File: src/rtl/rob_tag_allocator_if.sv
// Tag allocator bus: AR-side grant, R-side lookup/release and pool status.
// The master modport is the ROB datapath; the slave modport is the allocator.
interface rob_tag_allocator_if #(
  parameter int ID_WIDTH        = 4,
  parameter int TAG_WIDTH       = 4,
  parameter int MAX_OUTSTANDING = 16
);
  localparam int CNT_WIDTH = $clog2(MAX_OUTSTANDING + 1);

  logic                 alloc_valid;
  logic [ID_WIDTH-1:0]  alloc_orig_id;
  logic                 alloc_ready;
  logic [TAG_WIDTH-1:0] alloc_tag;

  logic [TAG_WIDTH-1:0] lookup_tag;
  logic [ID_WIDTH-1:0]  lookup_orig_id;
  logic                 lookup_hit;

  logic                 release_valid;
  logic [TAG_WIDTH-1:0] release_tag;

  logic [CNT_WIDTH-1:0] busy_count;
  logic                 all_free;
  logic                 err_bad_release;

  modport master (
    output alloc_valid, alloc_orig_id, lookup_tag, release_valid, release_tag,
    input  alloc_ready, alloc_tag, lookup_orig_id, lookup_hit,
           busy_count, all_free, err_bad_release
  );

  modport slave (
    input  alloc_valid, alloc_orig_id, lookup_tag, release_valid, release_tag,
    output alloc_ready, alloc_tag, lookup_orig_id, lookup_hit,
           busy_count, all_free, err_bad_release
  );
endinterface

File: src/rtl/rob_tag_allocator.sv
// ROB tag pool: FIFO free list of UIDs plus a per-tag table of original ARIDs.
// Grant is same-cycle from registered state; a released tag is grantable next cycle.
module rob_tag_allocator #(
  parameter int ID_WIDTH        = 4,
  parameter int TAG_WIDTH       = 4,
  parameter int MAX_OUTSTANDING = 16
) (
  input logic                clk,
  input logic                rst,
  rob_tag_allocator_if.slave tag_if
);

  localparam int PW = (MAX_OUTSTANDING > 1) ? $clog2(MAX_OUTSTANDING) : 1;
  localparam int CW = $clog2(MAX_OUTSTANDING + 1);
  localparam logic [PW-1:0]        LAST_PTR  = PW'(MAX_OUTSTANDING - 1);
  localparam logic [CW-1:0]        POOL_SIZE = CW'(MAX_OUTSTANDING);
  localparam logic [TAG_WIDTH:0]   TAG_LIMIT = (TAG_WIDTH + 1)'(MAX_OUTSTANDING);

  logic [TAG_WIDTH-1:0] free_list_q [MAX_OUTSTANDING];
  logic [TAG_WIDTH-1:0] free_list_d [MAX_OUTSTANDING];
  logic [ID_WIDTH-1:0]  orig_id_q   [MAX_OUTSTANDING];
  logic [ID_WIDTH-1:0]  orig_id_d   [MAX_OUTSTANDING];
  logic [MAX_OUTSTANDING-1:0] in_use_q, in_use_d;
  logic [PW-1:0] rd_ptr_q, rd_ptr_d;
  logic [PW-1:0] wr_ptr_q, wr_ptr_d;
  logic [CW-1:0] free_count_q, free_count_d;
  logic [CW-1:0] busy_count_q, busy_count_d;
  logic          err_q, err_d;

  logic [TAG_WIDTH-1:0] head_tag;
  logic [PW-1:0]        alloc_idx;
  logic [PW-1:0]        rel_idx;
  logic [PW-1:0]        look_idx;
  logic                 alloc_fire;
  logic                 rel_in_range;
  logic                 rel_ok;
  logic                 look_in_range;
  logic                 look_hit;

  function automatic logic [PW-1:0] next_ptr(input logic [PW-1:0] p);
    return (p == LAST_PTR) ? '0 : p + PW'(1);
  endfunction

  // Every tag is < MAX_OUTSTANDING <= 2**PW, so the low PW bits index the table.
  assign head_tag      = free_list_q[rd_ptr_q];
  assign alloc_idx     = head_tag[PW-1:0];
  assign rel_idx       = tag_if.release_tag[PW-1:0];
  assign look_idx      = tag_if.lookup_tag[PW-1:0];

  assign alloc_fire    = tag_if.alloc_valid && (free_count_q != '0);
  assign rel_in_range  = {1'b0, tag_if.release_tag} < TAG_LIMIT;
  assign rel_ok        = tag_if.release_valid && rel_in_range && in_use_q[rel_idx];
  assign look_in_range = {1'b0, tag_if.lookup_tag} < TAG_LIMIT;
  assign look_hit      = look_in_range && in_use_q[look_idx];

  always_comb begin
    free_list_d  = free_list_q;
    orig_id_d    = orig_id_q;
    in_use_d     = in_use_q;
    rd_ptr_d     = rd_ptr_q;
    wr_ptr_d     = wr_ptr_q;
    err_d        = err_q;

    if (alloc_fire) begin
      rd_ptr_d             = next_ptr(rd_ptr_q);
      in_use_d[alloc_idx]  = 1'b1;
      orig_id_d[alloc_idx] = tag_if.alloc_orig_id;
    end

    // A same-cycle release can never target the head tag: it is not yet in use.
    if (rel_ok) begin
      free_list_d[wr_ptr_q] = tag_if.release_tag;
      wr_ptr_d              = next_ptr(wr_ptr_q);
      in_use_d[rel_idx]     = 1'b0;
    end

    if (tag_if.release_valid && !rel_ok) begin
      err_d = 1'b1;
    end

    free_count_d = free_count_q - CW'(alloc_fire) + CW'(rel_ok);
    busy_count_d = POOL_SIZE - free_count_d;
  end

  always_ff @(posedge clk) begin
    if (rst) begin
      for (int i = 0; i < MAX_OUTSTANDING; i++) begin
        free_list_q[i] <= TAG_WIDTH'(i);
        orig_id_q[i]   <= '0;
      end
      in_use_q     <= '0;
      rd_ptr_q     <= '0;
      wr_ptr_q     <= '0;
      free_count_q <= POOL_SIZE;
      busy_count_q <= '0;
      err_q        <= 1'b0;
    end else begin
      free_list_q  <= free_list_d;
      orig_id_q    <= orig_id_d;
      in_use_q     <= in_use_d;
      rd_ptr_q     <= rd_ptr_d;
      wr_ptr_q     <= wr_ptr_d;
      free_count_q <= free_count_d;
      busy_count_q <= busy_count_d;
      err_q        <= err_d;
    end
  end

  assign tag_if.alloc_ready     = (free_count_q != '0);
  assign tag_if.alloc_tag       = head_tag;
  assign tag_if.lookup_hit      = look_hit;
  assign tag_if.lookup_orig_id  = look_hit ? orig_id_q[look_idx] : '0;
  assign tag_if.busy_count      = busy_count_q;
  assign tag_if.all_free        = (free_count_q == POOL_SIZE);
  assign tag_if.err_bad_release = err_q;

  // Pool accounting: free entries plus tags in use always cover the whole pool.
  a_pool_conserved: assert property (@(posedge clk) disable iff (rst)
    (int'(free_count_q) + $countones(in_use_q)) == MAX_OUTSTANDING);

endmodule
File: src/flat_wrapper.sv
// flat-port wrapper written by rule: the top's interface ports become plain ports
module rob_tag_allocator_flat 
#(
  parameter int ID_WIDTH        = 4,
  parameter int TAG_WIDTH       = 4,
  parameter int MAX_OUTSTANDING = 16
)
  (clk, rst, tag_if_alloc_valid, tag_if_alloc_orig_id, tag_if_lookup_tag, tag_if_release_valid, tag_if_release_tag, tag_if_alloc_ready, tag_if_alloc_tag, tag_if_lookup_orig_id, tag_if_lookup_hit, tag_if_busy_count, tag_if_all_free, tag_if_err_bad_release);
  rob_tag_allocator_if #(.ID_WIDTH(ID_WIDTH), .TAG_WIDTH(TAG_WIDTH), .MAX_OUTSTANDING(MAX_OUTSTANDING)) tag_if_i ();
  input logic clk;
  input logic rst;
  input wire logic [$bits(tag_if_i.alloc_valid)-1:0] tag_if_alloc_valid;
  input wire logic [$bits(tag_if_i.alloc_orig_id)-1:0] tag_if_alloc_orig_id;
  input wire logic [$bits(tag_if_i.lookup_tag)-1:0] tag_if_lookup_tag;
  input wire logic [$bits(tag_if_i.release_valid)-1:0] tag_if_release_valid;
  input wire logic [$bits(tag_if_i.release_tag)-1:0] tag_if_release_tag;
  output wire logic [$bits(tag_if_i.alloc_ready)-1:0] tag_if_alloc_ready;
  output wire logic [$bits(tag_if_i.alloc_tag)-1:0] tag_if_alloc_tag;
  output wire logic [$bits(tag_if_i.lookup_orig_id)-1:0] tag_if_lookup_orig_id;
  output wire logic [$bits(tag_if_i.lookup_hit)-1:0] tag_if_lookup_hit;
  output wire logic [$bits(tag_if_i.busy_count)-1:0] tag_if_busy_count;
  output wire logic [$bits(tag_if_i.all_free)-1:0] tag_if_all_free;
  output wire logic [$bits(tag_if_i.err_bad_release)-1:0] tag_if_err_bad_release;
  assign tag_if_i.alloc_valid = tag_if_alloc_valid;
  assign tag_if_i.alloc_orig_id = tag_if_alloc_orig_id;
  assign tag_if_i.lookup_tag = tag_if_lookup_tag;
  assign tag_if_i.release_valid = tag_if_release_valid;
  assign tag_if_i.release_tag = tag_if_release_tag;
  assign tag_if_alloc_ready = tag_if_i.alloc_ready;
  assign tag_if_alloc_tag = tag_if_i.alloc_tag;
  assign tag_if_lookup_orig_id = tag_if_i.lookup_orig_id;
  assign tag_if_lookup_hit = tag_if_i.lookup_hit;
  assign tag_if_busy_count = tag_if_i.busy_count;
  assign tag_if_all_free = tag_if_i.all_free;
  assign tag_if_err_bad_release = tag_if_i.err_bad_release;
  rob_tag_allocator #(.ID_WIDTH(ID_WIDTH), .TAG_WIDTH(TAG_WIDTH), .MAX_OUTSTANDING(MAX_OUTSTANDING)) u_core (.clk(clk), .rst(rst), .tag_if(tag_if_i));
endmodule
File: config.mk
export PLATFORM = sky130hd
export DESIGN_NAME = rob_tag_allocator_flat
export DESIGN_NICKNAME = d
export VERILOG_FILES = /design/src/rtl/rob_tag_allocator_if.sv /design/src/rtl/rob_tag_allocator.sv /design/src/flat_wrapper.sv
export SDC_FILE = /design/constraint.sdc
export NUM_CORES = 1
export LEC_CHECK = 0
export CAP_MARGIN = 20
export CORE_MARGIN = 3
export CORE_UTILIZATION = 60
export DETAILED_ROUTE_END_ITERATION = 10
export PLACE_DENSITY = 0.79
export SYNTH_ARGS = -nofsm -noshare
export SYNTH_HDL_FRONTEND = slang
export SYNTH_SLANG_ARGS = --single-unit
File: constraint.sdc
create_clock -name clk -period 5.9 [get_ports clk]
set_input_delay 1.18 -clock clk [delete_from_list [all_inputs] [get_ports clk]]
set_output_delay 1.18 -clock clk [all_outputs]
set_load 0.03 [all_outputs]
== Word level (Yosys, flattened, before mapping) ==
Cells that the tools add are included.

* Add/subtract/negate cells: 5
* $lt $le $gt $ge: 11
* Equality and inequality tests: 3
* Mux-type cells: 25
* Bitwise logic cells: 7
* Reductions and logical operators: 9

{| class="wikitable"
|+ Operators by type and width
! operator !! number
|-
| 64-bit bitwise mux || 2
|-
| 4-bit 2-to-1 mux || 9
|-
| 4-bit binary-select mux with 4-bit select || 2
|-
| 4-bit demux with 4-bit select || 2
|-
| 16-bit 2-to-1 mux || 2
|-
| 5-bit >= comparator (second input constant) || 4
|-
| 4-bit inverter with 5-bit output || 4
|-
| 16-bit AND || 1
|-
| 16-bit inverter || 1
|-
| 16-bit OR || 1
|-
| 4-bit by 5-bit < comparator with 1-bit output (second input constant) || 3
|-
| 5-bit by 1-bit < comparator with 1-bit output (second input constant) || 2
|-
| 4-bit by 1-bit adder with 4-bit output (second input constant) || 2
|-
| 1-bit binary-select mux with 4-bit select || 2
|-
| 1-bit demux with 4-bit select || 2
|-
| 4-bit equality test (second input constant) || 2
|-
| 4-bit by 1-bit >= comparator with 1-bit output (second input constant) || 2
|-
| 1-bit logical AND || 7
|-
| 5-bit by 1-bit adder with 5-bit output || 1
|-
| 5-bit equality test (second input constant) || 1
|-
| 5-bit nonzero test || 1
|-
| 5-bit by 1-bit subtractor with 5-bit output || 1
|-
| 5-bit subtractor (first input constant) || 1
|-
| 1-bit 2-to-1 mux || 4
|-
| 1-bit zero test || 1
|}

* Flip-flop bits (word level): 163
* Bits of input ports: 16
* Output and inout bits: 17
* Logic and storage cells: 98

== Logic depth before layout (Yosys ltp) ==
* Word-level depth: 12
* Gate-level depth with buffers: 15
* Mapped depth without buffers: 14

== Worst setup path before layout ==
No wires, ideal clock.

* Path type: in2out
* Start point: input port tag_if_lookup_tag[0]
* End point: output port tag_if_lookup_orig_id[0]
* Data arrival time: 3.145 ns
* Required time: 4.720 ns
* Path slack: 1.575 ns
* Stages on the path: 4
* Buffers on the path: 1
* Cell sequence: clkbuf_1 mux4_2 mux4_2 and2_1

* Elaborated cells on any way between the ends: 7
* Those cells by class: mux: 6; bitwise: 1

{| class="wikitable"
|+ RTL lines
! element !! RTL line !! text
|-
| start: declaration || flat_wrapper.sv:14 || <nowiki>input wire logic [$bits(tag_if_i.lookup_tag)-1:0] tag_if_lookup_tag;</nowiki>
|-
| 1-bit binary-select mux with 4-bit select || rob_tag_allocator.sv:54 || <nowiki>assign look_hit = look_in_range && in_use_q[look_idx];</nowiki>
|-
| 1-bit 2-to-1 mux (implied by the code) || rob_tag_allocator.sv:54 ||
|-
| named net tag_if_lookup_hit || flat_wrapper.sv:20 || <nowiki>output wire logic [$bits(tag_if_i.lookup_hit)-1:0] tag_if_lookup_hit;</nowiki>
|-
| 4-bit 2-to-1 mux || rob_tag_allocator.sv:112 || <nowiki>assign tag_if.lookup_orig_id = look_hit ? orig_id_q[look_idx] : '0;</nowiki>
|-
| end: declaration || flat_wrapper.sv:19 || <nowiki>output wire logic [$bits(tag_if_i.lookup_orig_id)-1:0] tag_if_lookup_orig_id;</nowiki>
|}

The timed path passes the listed nets, and every way through them passes these cells. The select of a mux whose other input is x is not followed.

== Worst setup path in the final report ==
* Start point: input port tag_if_lookup_tag[2]
* End point: output port tag_if_lookup_orig_id[0]

* Cells in the longest elaborated chain, start to end: 5
* Elaborated cells on any way between the ends: 7
* Those cells by class: mux: 6; bitwise: 1

{| class="wikitable"
|+ Ends and longest elaborated chain
! element !! RTL line
|-
| 4-bit inverter with 5-bit output (implied by the code) || rob_tag_allocator.sv:112
|-
| 4-bit binary-select mux with 4-bit select || rob_tag_allocator.sv:112
|-
| 4-bit 2-to-1 mux (implied by the code) (2 in series) || rob_tag_allocator.sv:112
|-
| 4-bit 2-to-1 mux * || rob_tag_allocator.sv:112
|}

Mark *: on every way between the ends. The rest lies on a longest branch, timed or not. The select of a mux whose other input is x is not followed.

==> results.md <==
* Status: completed
* WP data arrival at 3.88 ns
* Number of port buffers at 32
* CTS tree: done
* RSZ-0062 raised after global routing: no
* CP Launch Type: input port
* IO Pins at 33
* CTS sink count at 162
* Grt ovf at 0
* Hold-fix buffers at CTS at 0
* Clk Latency, worst-skew pair at 0.43 ns
* Post-synthesis mux area share at 25.1%
* Worst-margin pin slew at 1.02 ns
* Hpwl dp at 13.2 mm
* CP Max Fanout at 13
* Yosys reg bits at 162
* Synth area leaders: dfxtp_1, mux2i_1, mux4_2
* Tmin final at 5.06 ns
* Post-CTS Setup Bufs at 0
* 1st-iter DRT viols at 557
* Routability Congestion at 0.921
* FF/Latch Area at 3240 um2
* Clock Tree Root: clkbuf_16
* Max-slew violations at 0
* Worst-path clk slew at 0.06 ns
* Diode count at 0
* Global-route wire length before repair at 31.5 mm
* Ys Warns at 0
* Total GRT Usage at 27.0%
* Initial antenna violation count at 1
* Clk buf depth at 2
* Cell area after synthesis at 8250 um2
* DR pass1 iterations at 5
* Worst Hold Class: reg -> reg
* Max Fclk at 0.197 GHz
* Clock skew at 0.00786 ns
* Final hold slack at 0.459 ns
* Yosys top cell by area: dfxtp_1
* Resized cells post-CTS at 0
* DR vias at 6261
* Chip Width at 123 um
* Fillers at 954
* Pleak at 0.00378 uW
* Starting density of the core at 61.8%
* Syn avg cell area at 10.1 um2
* Largest net degree at the start of global routing at 107
* Vias per Instance at 6.28
* Area grow syn2layout at 11.9%
* Max cap viols at 0
* Post-synth top cells: dfxtp_1, nor2_1, mux2i_1, nand2b_1, a21oi_1
* PD cells at 309 nW/um2
* Wirelength per Cell at 19.6 um
* Setup CP Type: in -> out
* Period utilisation layout at 85.8%
* Main synth FF type: dfxtp_1
* Slew headroom at 31.9%
* Seq/Total Area, Yosys at 39.3%
* Syn_nets at 842
* Synth Area in Simple Gates at 19.2%
* Mapped Cells at 813
* Worst Path Required at 4.72 ns
* Setup violations, final at 0
* Fin Setup TNS at 0 ns
* Drt drc at 0
* Vias in the first global route at 6169
* VDD IR max at 0.201 mV
* Die area at 15200 um2
* Die height at 123 um
* Worst R2R Setup Slack at 2.46 ns
* Number of flops mapped to enable cells by yosys at 0
* Share of layout cells above drive strength 1 at 14.9%
* CP endpoint kind: primary output
* Core area at 13300 um2
* Cell Rows at 42
* Yosys cell types at 56
* Total Wirelength at 19.5 mm
* XOR/XNOR Fraction of Synth Area at 0.849%
* Final Hold Fails at 0
* DRT antenna net count at 0
* Area occupied by multi-input gates at 4620 um2
* Post-synthesis async set-or-reset flop share at 0%
* Adder-Cell Fraction of Synth Area at 2.06%
* Most common cell in the netlist: dfxtp_1
* Main combinational cell family by area after synthesis: multiplexers
* H-tree depth at 4
* Synth top area share at 39.3%
* Synth Area in Compound Gates at 8.79%
* CTS buffer count at 17
* Final #Nets at 838
per-stage QoR:
| step | setup slack (ns) | util [%] | power (uW) | std cells | area [um2] |
|---|---|---|---|---|---|
| 6_report | 0.836 | 69.2 | 2860 | 997 | 9230 |
| 5_1_grt | 0.757 | 69.2 | 2950 | 997 | 9230 |
| 4_1_cts | 0.825 | 69.0 | 2850 | 996 | 9210 |
| 3_5_place_dp | 0.836 | 64.2 | 1680 | 965 | 8570 |
| 3_3_place_gp | 0.876 | 64.2 | 1660 | 965 | 8570 |
| 2_1_floorplan | 1.57 | - | 1560 | 813 | 8250 |
cell usage in the layout (no fill, tap or decap), types with 3 or more instances in the layout:
master,count
mux4_2,37
buf_4,10
nand4_1,7
clkbuf_16,17
and3b_1,3
mux2i_1,90
xor2_1,5
dfxtp_1,162
nand3b_1,3
nor3_4,6
a211oi_2,5
clkbuf_8,4
mux4_1,9
a211oi_1,5
a21oi_1,56
nand2_1,38
bufinv_16,4
nand2b_1,71
nor2b_1,4
clkdlybuf4s50_1,31
clkinvlp_4,3
ha_1,12
and2_1,6
inv_1,27
nand3_1,23
o22ai_2,12
nor3_1,31
xnor2_1,3
nor2_1,92
o22ai_4,3
mux2_2,4
worst max-delay path: stages:
cell             delay [ns]
clkdlybuf4s50_1        0.89
mux4_2                 0.59
mux4_2                 0.47
and2_1                 0.17
clkdlybuf4s50_1        0.58
layout make-up:
type                       instances  area share (%)
timing repair buffer              42            4.47
tap                              176            2.38
clock inverter                     9            1.65
clock buffer                      22            5.24
inverter                          27            1.10
sequential                       162            35.1
multi-input combinational        559            50.0
per-layer routing:
metal	global-route usage (%)	wire (um)
met5	0	13
met4	9.41	391
met3	7.37	1490
met2	42.6	9410
met1	35.9	8200
registers in the layout, summed over array words and instances (netlist names):
signal,flops
u_core.rd_ptr_q,4
u_core.in_use_q,16
u_core.wr_ptr_q,4
u_core.free_count_q,4
u_core.tag_if.busy_count,5
u_core.orig_id_q,64
u_core.free_list_q,64
u_core.tag_if.err_bad_release,1
path summary, 6_finish.rpt:
path	startpoint	endpoint	cells after the start
worst min-delay path	u_core.free_list_q[18]	u_core.free_list_q[18]	2
worst min register to register	u_core.free_list_q[18]	u_core.free_list_q[18]	2
worst max register to register	u_core.free_count_q[2]	u_core.tag_if.busy_count[4]	14
worst max-delay path	tag_if_lookup_tag[2]	tag_if_lookup_orig_id[0]	5
where the power goes:
part | switching (uW) | internal [uW] | leakage (uW)
Clock | 440 | 749 | 0.000304
Combinational | 285 | 217 | 0.00216
Sequential | 29.0 | 1130 | 0.00131
cell families after synthesis:
| kind of cell | after synthesis |
|---|---|
| buffers and inverters | 92 |
| muxes | 144 |
| and+or+nand+nor | 297 |
| adders and majority gates | 13 |
| xor gates and xnor gates | 8 |
| DFF | 162 |
| AOI/OAI and AO/OA | 97 |
(Power assumes the default switching activity.)
